**config.mk**
```make
export PLATFORM = sky130hd
export DESIGN_NAME = cntdown_mmss
export DESIGN_NICKNAME = d
export VERILOG_FILES = /design/src/rtl/clock_pkg.sv /design/src/rtl/dcnt60.sv /design/src/rtl/cntdown_mmss.sv
export SDC_FILE = /design/constraint.sdc
export NUM_CORES = 1
export LEC_CHECK = 0
export ABC_AREA = 0
export BUFFER_PORTS_ARGS = -buffer_cell sky130_fd_sc_hd__buf_2
export CAP_MARGIN = 20
export CELL_PAD_IN_SITES_DETAIL_PLACEMENT = 1
export CELL_PAD_IN_SITES_GLOBAL_PLACEMENT = 1
export CORE_MARGIN = 1.5
export CORE_UTILIZATION = 33
export CTS_CLUSTER_DIAMETER = 30
export DETAILED_ROUTE_END_ITERATION = 6
export GPL_TIMING_DRIVEN = 0
export PLACE_DENSITY_LB_ADDON = 0.1
export REMOVE_ABC_BUFFERS = 1
export SLEW_MARGIN = 30
export SYNTH_ARGS = -nofsm -noshare
export SYNTH_HDL_FRONTEND = slang
export SYNTH_SLANG_ARGS = --single-unit
```
**constraint.sdc**
```tcl
create_clock -name CLK -period 2.14 [get_ports CLK]
set_clock_uncertainty 0.1 [all_clocks]
set_input_delay 0.321 -clock CLK [delete_from_list [all_inputs] [get_ports CLK]]
set_output_delay 0.321 -clock CLK [all_outputs]
set_load 0.03 [all_outputs]
```
**src/rtl/clock_pkg.sv**
```systemverilog
// Shared definitions for the DE0 clock counters: countdown state encoding,
// BCD digit limits and the preset clamp helpers.
package clock_pkg;

  typedef enum logic [1:0] {
    ST_IDLE    = 2'd0,
    ST_RUN     = 2'd1,
    ST_PAUSE   = 2'd2,
    ST_EXPIRED = 2'd3
  } cd_state_e;

  localparam logic [3:0] UNITS_MAX = 4'd9;
  localparam logic [2:0] TENS_MAX  = 3'd5;

  // Out-of-range preset digits saturate rather than wrap.
  function automatic logic [3:0] clamp_units(input logic [3:0] d);
    return (d > UNITS_MAX) ? UNITS_MAX : d;
  endfunction

  function automatic logic [2:0] clamp_tens(input logic [2:0] d);
    return (d > TENS_MAX) ? TENS_MAX : d;
  endfunction

endpackage

```
**src/rtl/dcnt60.sv**
```systemverilog
// One mod-60 BCD down stage (tens 0-5, units 0-9) with preset load and
// borrow-out. bo is combinational so stages cascade within one cycle.
module dcnt60
  import clock_pkg::*;
(
  input  logic       clk,
  input  logic       rst,
  input  logic       dec,
  input  logic       load,
  input  logic [2:0] pre_tens,
  input  logic [3:0] pre_units,
  output logic [2:0] tens,
  output logic [3:0] units,
  output logic       bo
);

  logic [2:0] tens_q, tens_d;
  logic [3:0] units_q, units_d;

  // Load has priority over decrement; decrement wraps 00 -> 59.
  always_comb begin
    tens_d  = tens_q;
    units_d = units_q;
    if (load) begin
      tens_d  = clamp_tens(pre_tens);
      units_d = clamp_units(pre_units);
    end else if (dec) begin
      if (units_q == 4'd0) begin
        units_d = UNITS_MAX;
        tens_d  = (tens_q == 3'd0) ? TENS_MAX : tens_q - 3'd1;
      end else begin
        units_d = units_q - 4'd1;
      end
    end
  end

  // Digit registers.
  always_ff @(posedge clk) begin
    if (rst) begin
      tens_q  <= 3'd0;
      units_q <= 4'd0;
    end else begin
      tens_q  <= tens_d;
      units_q <= units_d;
    end
  end

  assign tens  = tens_q;
  assign units = units_q;
  assign bo    = dec && (tens_q == 3'd0) && (units_q == 4'd0);

endmodule

```
**src/rtl/cntdown_mmss.sv**
```systemverilog
// Preset mm:ss countdown timer. Optional alarm level is built only when
// CNTDOWN_ALARM_EN is defined; otherwise alarm is tied low.
//
//   state      | meaning
//   -----------+------------------------------------------
//   ST_IDLE    | count loaded/held, waiting for start
//   ST_RUN     | decrementing once per cnten tick
//   ST_PAUSE   | count held, start resumes
//   ST_EXPIRED | reached 00:00, holds until stop or load
module cntdown_mmss
  import clock_pkg::*;
#(
  parameter int unsigned ALARM_TICKS = 10
) (
  input  logic       CLK,
  input  logic       RST,
  input  logic       cnten,
  input  logic       load,
  input  logic       start,
  input  logic       stop,
  input  logic [2:0] pre_minup,
  input  logic [3:0] pre_minlow,
  input  logic [2:0] pre_secup,
  input  logic [3:0] pre_seclow,
  output logic [2:0] minup,
  output logic [3:0] minlow,
  output logic [2:0] secup,
  output logic [3:0] seclow,
  output logic       running,
  output logic       done,
  output logic       alarm
);

  cd_state_e state_q, state_d;
  logic      done_q, done_d;
  logic      sec_dec, sec_bo, min_bo_unused;
  logic      cnt_zero, cnt_one;

  dcnt60 u_sec (
    .clk       (CLK),
    .rst       (RST),
    .dec       (sec_dec),
    .load      (load),
    .pre_tens  (pre_secup),
    .pre_units (pre_seclow),
    .tens      (secup),
    .units     (seclow),
    .bo        (sec_bo)
  );

  dcnt60 u_min (
    .clk       (CLK),
    .rst       (RST),
    .dec       (sec_bo),
    .load      (load),
    .pre_tens  (pre_minup),
    .pre_units (pre_minlow),
    .tens      (minup),
    .units     (minlow),
    .bo        (min_bo_unused)
  );

  assign cnt_zero = (minup == 3'd0) && (minlow == 4'd0) && (secup == 3'd0) && (seclow == 4'd0);
  assign cnt_one  = (minup == 3'd0) && (minlow == 4'd0) && (secup == 3'd0) && (seclow == 4'd1);

  // Next state with priority load > stop > start > cnten.
  always_comb begin
    state_d = state_q;
    done_d  = 1'b0;
    sec_dec = 1'b0;
    if (load) begin
      state_d = ST_IDLE;
    end else if (stop) begin
      if (state_q == ST_RUN)          state_d = ST_PAUSE;
      else if (state_q == ST_EXPIRED) state_d = ST_IDLE;
    end else if (start && state_q == ST_IDLE) begin
      if (!cnt_zero) state_d = ST_RUN;
    end else if (start && state_q == ST_PAUSE) begin
      state_d = ST_RUN;
    end else if (cnten && state_q == ST_RUN) begin
      sec_dec = 1'b1;
      if (cnt_one) begin
        state_d = ST_EXPIRED;
        done_d  = 1'b1;
      end
    end
  end

  // State and expiry pulse registers.
  always_ff @(posedge CLK) begin
    if (RST) begin
      state_q <= ST_IDLE;
      done_q  <= 1'b0;
    end else begin
      state_q <= state_d;
      done_q  <= done_d;
    end
  end

  assign running = (state_q == ST_RUN);
  assign done    = done_q;

`ifdef CNTDOWN_ALARM_EN
  logic       alarm_q, alarm_d;
  logic [7:0] alarm_cnt_q, alarm_cnt_d;

  // Alarm rises with done and falls after ALARM_TICKS ticks spent in EXPIRED.
  always_comb begin
    alarm_d     = alarm_q;
    alarm_cnt_d = alarm_cnt_q;
    if (load || (stop && state_q == ST_EXPIRED)) begin
      alarm_d = 1'b0;
    end else if (done_d) begin
      alarm_d     = 1'b1;
      alarm_cnt_d = 8'd0;
    end else if (alarm_q && state_q == ST_EXPIRED && cnten && !start) begin
      alarm_cnt_d = alarm_cnt_q + 8'd1;
      if (alarm_cnt_d == 8'(ALARM_TICKS)) alarm_d = 1'b0;
    end
  end

  // Alarm level and tick counter registers.
  always_ff @(posedge CLK) begin
    if (RST) begin
      alarm_q     <= 1'b0;
      alarm_cnt_q <= 8'd0;
    end else begin
      alarm_q     <= alarm_d;
      alarm_cnt_q <= alarm_cnt_d;
    end
  end

  assign alarm = alarm_q;
`else
  logic unused_alarm_ticks;
  assign unused_alarm_ticks = ^(8'(ALARM_TICKS));
  assign alarm = 1'b0;
`endif

endmodule

```
# Yosys cells after proc, flatten, opt, wreduce, memory -nomap -nowiden
# Cells that the tools add are included.
# word_totals
register_bits,17
output_inout_bits,17
word_cells,78
inputBits,20
# classes
eq_ne,6
n_mux,32
reduce_logical,25
add_sub_neg,4
bitwise_logic,1
magnitude_cmp,4
# ops
cell,n
$mux W4,8
$mux W3,10
$mux W2,8
$logic_and A1 B1 Y1,9
$gt A4 B4 Y1 const B,2
$logic_not A4 Y1,2
$reduce_bool A2 Y1,4
$reduce_bool A4 Y1,2
$sub A4 B1 Y4 const B,2
$gt A3 B3 Y1 const B,2
$logic_not A3 Y1,2
$mux W1,6
$reduce_or A6 Y1,1
$sub A3 B1 Y3 const B,2
$eq A2 B2 Y1 const B,2
$eq A4 B1 Y1 const B,1
$reduce_and A2 Y1,2
$reduce_and A4 Y1,1
$ne A3 B1 Y1 const B,1
$ne A3 B3 Y1 const B,1
$eq A2 B1 Y1 const B,1
$logic_not A2 Y1,1
$reduce_or A2 Y1,1
$not A1 Y1,1

# Longest topological paths before layout
# depth
ltp_word,11
depth_mapped,5
mapped_depth_nobuf,5

# Hierarchy
# A second synthesis with hierarchy kept.
# unflattened
hier_cells,129
hier_area_um2,1087.3
# by_module_without_submodules
mod,area_per_inst_um2,cells_each,seq_area_each_um2,instances
dcnt60,430.4,50,140.1,2
cntdown_mmss,226.5,29,60.1,1

# Least setup slack after synthesis
# Ideal clock, no wire load.
# synth_path
path_type,register to register
start,reg u_sec.tens_q[2] (netlist: u_sec.tens[2])
end,reg done_q (netlist: done)
path_stages_with_launch,6
t_arrival_ns,1.536
path_slack_ns,0.400
synth_period_minus_slack_ns,1.740
path_cell_list,dfxtp_1 -> nor3_2 -> nand3_1 -> nor3_1 -> nand4_1 -> a2111oi_2
# synth_between
elab_chain_cells,4
# synth_rtl
item,line_no,text
start: declaration,dcnt60.sv:17,"logic [2:0] tens_q, tens_d;"
start signal: assignment,dcnt60.sv:43,tens_q <= tens_d;
$logic_not A3 Y1,cntdown_mmss.sv:64,assign cnt_one = (minup == 3'd0) && (minlow == 4'd0) && (secup == 3'd0) && (seclow == 4'd1);
$logic_and A1 B1 Y1 (2 in series),cntdown_mmss.sv:64,
$mux W1,cntdown_mmss.sv:82,if (cnt_one) begin
end signal: assignment,cntdown_mmss.sv:96,done_q <= done_d;
end: declaration,cntdown_mmss.sv:35,"logic done_q, done_d;"
# No other way between the ends.
# A chain may end at the register's enable or synchronous reset.

# Final worst setup path
# Ends and elaborated chain as after synthesis.

==> summary.md <==
| Metric | Value |
|---|---|
| Outcome | `completed` |
| GRT Resource Usage Total | `~16%` |
| Final worst-path cycle share | `84.20%` |
| Switching pwr | `roughly 230 uW` |
| Post-synthesis cell count | `~110` |
| Synth unique cells | `35` |
| Post-synthesis sequential area ratio | `36.36%` |
| GP Congestion | `~0.67` |
| Syn_area_per_cell | `between 8 and 9 um^2` |
| Post-cts sizing count | `0` |
| Critical Path Source Type | `register` |
| Maximum vdd drop | `approximately 0.0003 V` |
| Rows | `19` |
| # diodes | `0` |
| Starting DRT DRC Count | `9` |
| Placed instance area | `between 0.001 and 0.0015 mm^2` |
| Clk_lat worst skew | `around 0.29 ns` |
| Max Cap Violations | `0` |
| WP data arrival | `~1.9 ns` |
| Worst reg-to-reg path cell count | `5` |
| Pint | `~470 uW` |
| Final Cell Area | `0.001157 mm^2` |
| Hold Vio Cnt, Final | `0` |
| DRT Pass-1 Iters | `3` |
| Die Ht | `56.26 um` |
| Critical path class | `reg -> reg` |
| Reg2reg start | `u_sec.tens[2]` |
| Starting Density | `roughly a third` |
| Net Sw Frac | `approximately 33%` |
| Final Routed Wirelength | `~2400 um` |
| Final ANT Viol Nets | `0` |
| First-pass GRT wire length | `4126 um` |
| Setup violations, final | `0` |
| I/O pins | `37` |
| CTS H-Tree Depth | `1` |
| Critical Path Fanout Max | `6` |
| Root Driver | `clkbuf_4` |
| Ys Warns | `0` |
| CTS Buf Count | `3` |
| DRC violations left | `0` |
| M1 GR Usage | `a little over a fifth` |
| Leakage power | `0.0004652 uW` |
| RSZ-0062 raised after global routing | `false` |
| FF-to-FF setup slack | `approximately 0.34 ns` |
| Vias in the first global route | `932` |
| Avg WL per Cell | `~13 um` |
| Power, Total | `between 600 and 700 uW` |
| Worst path required time | `about 2.2 ns` |
| Met2 track demand over resource | `roughly a quarter` |
| CP endpoint kind | `register` |
| Pins Over Slew Limit | `0` |
| Antenna violations before repair | `0` |
| Most used routing layer | `met2` |
| Share of layout cells above drive strength 1 | `31.29%` |
| # Post-CTS Setup Buffers | `0` |
| Hold_sp | `start` |
| Port buffer count | `35` |
| Setup crit end | `done` |
| Vias/cell | `5.376` |
| Synth Flop Type | `dfxtp_1` |
| Die area | `between 0.003 and 0.004 mm^2` |
| Final Util | `a little over two fifths` |
| Post-Syn Area | `around 940 um^2` |
| CTS tree | `built` |
| Area Growth Syn to Fin | `23.66%` |
| Via count | `957` |
| Final TNS setup | `0 ns` |
| Clock Power Share | `~26%` |
| Clk buf depth | `2` |
| Asr flop ratio synth | `0%` |
| Min cycle time layout | `roughly 1.8 ns` |
| Filler cells | `346` |
| Total core area | `0.002734 mm^2` |
| GRT met3 Usage | `around 2.5%` |
| R2r endpoint | `done` |
| Hold slack | `0.1370 ns` |
| Post-synth EDFFs | `0` |
| HPWL after DPL | `1834 um` |
| Sequential share of power | `just over 50%` |
| Clock sinks | `17` |
| Worst Hold Class | `in -> reg` |
| # nets final | `around 170` |
| Hold_buf cts | `0` |
| Pin count of the biggest net entering global routing | `17` |
| F_max | `between 0.5 and 0.6 GHz` |
| Pwr per Cell Area | `approximately 600 mW/mm^2` |
| Combinational share of power | `about 23%` |
| GRT overflow | `0` |
| Worst-path clk slew | `0.10 ns` |
| CP startpoint | `u_sec.tens[2]` |
| Die extent in x | `56.26 um` |
| #FFs+latches synth | `17` |
## kinds of logic after synthesis
kind of cell           after synthesis  share of synthesized area, %
AND/OR/NAND/NOR                     45                         27.41
AO/OA/AOI/OAI                       34                         25.67
flip-flops                          17                         36.36
buffers and inverters                8                         3.609
XOR/XNOR                             7                         6.551
other                                1                        0.4007
## placed cells by master (no fill, tap or decap), types with 4 or more instances in the layout
cell,netlist,layout
buf_2,0,35
nor3_1,4,4
a21oi_1,12,12
nand2_1,4,4
inv_1,4,4
nor2_1,20,20
a211oi_1,5,5
dfxtp_1,17,17
xnor2_1,7,7
## power by group through the flow
stage	Combinational (uW)	Sequential (uW)	Clock, uW
after floorplan	67.8	397	0
after global placement	158	366	0
after detailed placement	160	367	0
after CTS	160	360	185
after global routing	174	365	199
final	158	360	178
## flip-flops by register name, summed over array words and instances (netlist names)
register,flops
u_min.tens,3
u_min.units,4
done,1
u_sec.tens,3
u_sec.units,4
state_q,2
## layer usage
layer | up-vias | wire length (um)
li1 | 484 | -
met1 | 443 | 1165
met2 | 25 | 1054
met3 | 5 | 112
met4 | 0 | 38
met5 | - | 0
## synthesized netlist by cell type, types with 2 or more instances
library cell	number	area share (%)
inv_1	4	1.6
a211oi_1	5	4.0
a21oi_1	12	6.4
o21ai_0	3	1.6
xnor2_1	7	6.6
dfxtp_1	17	36
nor4_4	2	4.5
nand2_1	4	1.6
nand2b_1	2	1.3
nor2_1	20	8.0
nand4_1	2	1.3
a221oi_1	3	2.8
o311ai_0	2	1.9
clkbuf_1	3	1.2
nand3_1	3	1.6
nor3_1	4	2.1
## final cells by class
| cell class | instances | area (um^2) | share of cell area (%) |
|---|---|---|---|
| Inverter | 4 | 15.01 | 1.297 |
| Clock buffer | 4 | 26.28 | 2.270 |
| Sequential cell | 17 | 340.3 | 29.41 |
| Tap cell | 31 | 38.79 | 3.351 |
| Timing Repair Buffer | 35 | 175.2 | 15.14 |
| Multi-Input combinational cell | 87 | 561.8 | 48.54 |
## worst max-delay path: stages, from the launching register on
cell and delay, ns:
dfxtp_1 0.37, nor3_2 0.24, nand3_1 0.22, nor3_1 0.30
nand4_1 0.18, a2111oi_2 0.29
## through the flow
step / std cells / worst slack (ns)
detailed placement: 174 / 0.3179
global placement: 174 / 0.3527
finish: 178 / 0.3380
CTS: 178 / 0.2932
global route: 178 / 0.1239
floorplan: 108 / 0.4003
## how the worst min path moves through the flow
| stage | cells past startpoint | to |
|---|---|---|
| after global placement | 2 | u_min.units[2] |
| after floorplan | 1 | u_min.tens[2] |
| final | 2 | done |
| after global routing | 2 | done |
| after CTS | 2 | done |
| after detailed placement | 2 | u_min.units[2] |
Note: power is estimated with default switching activity, not from simulation.
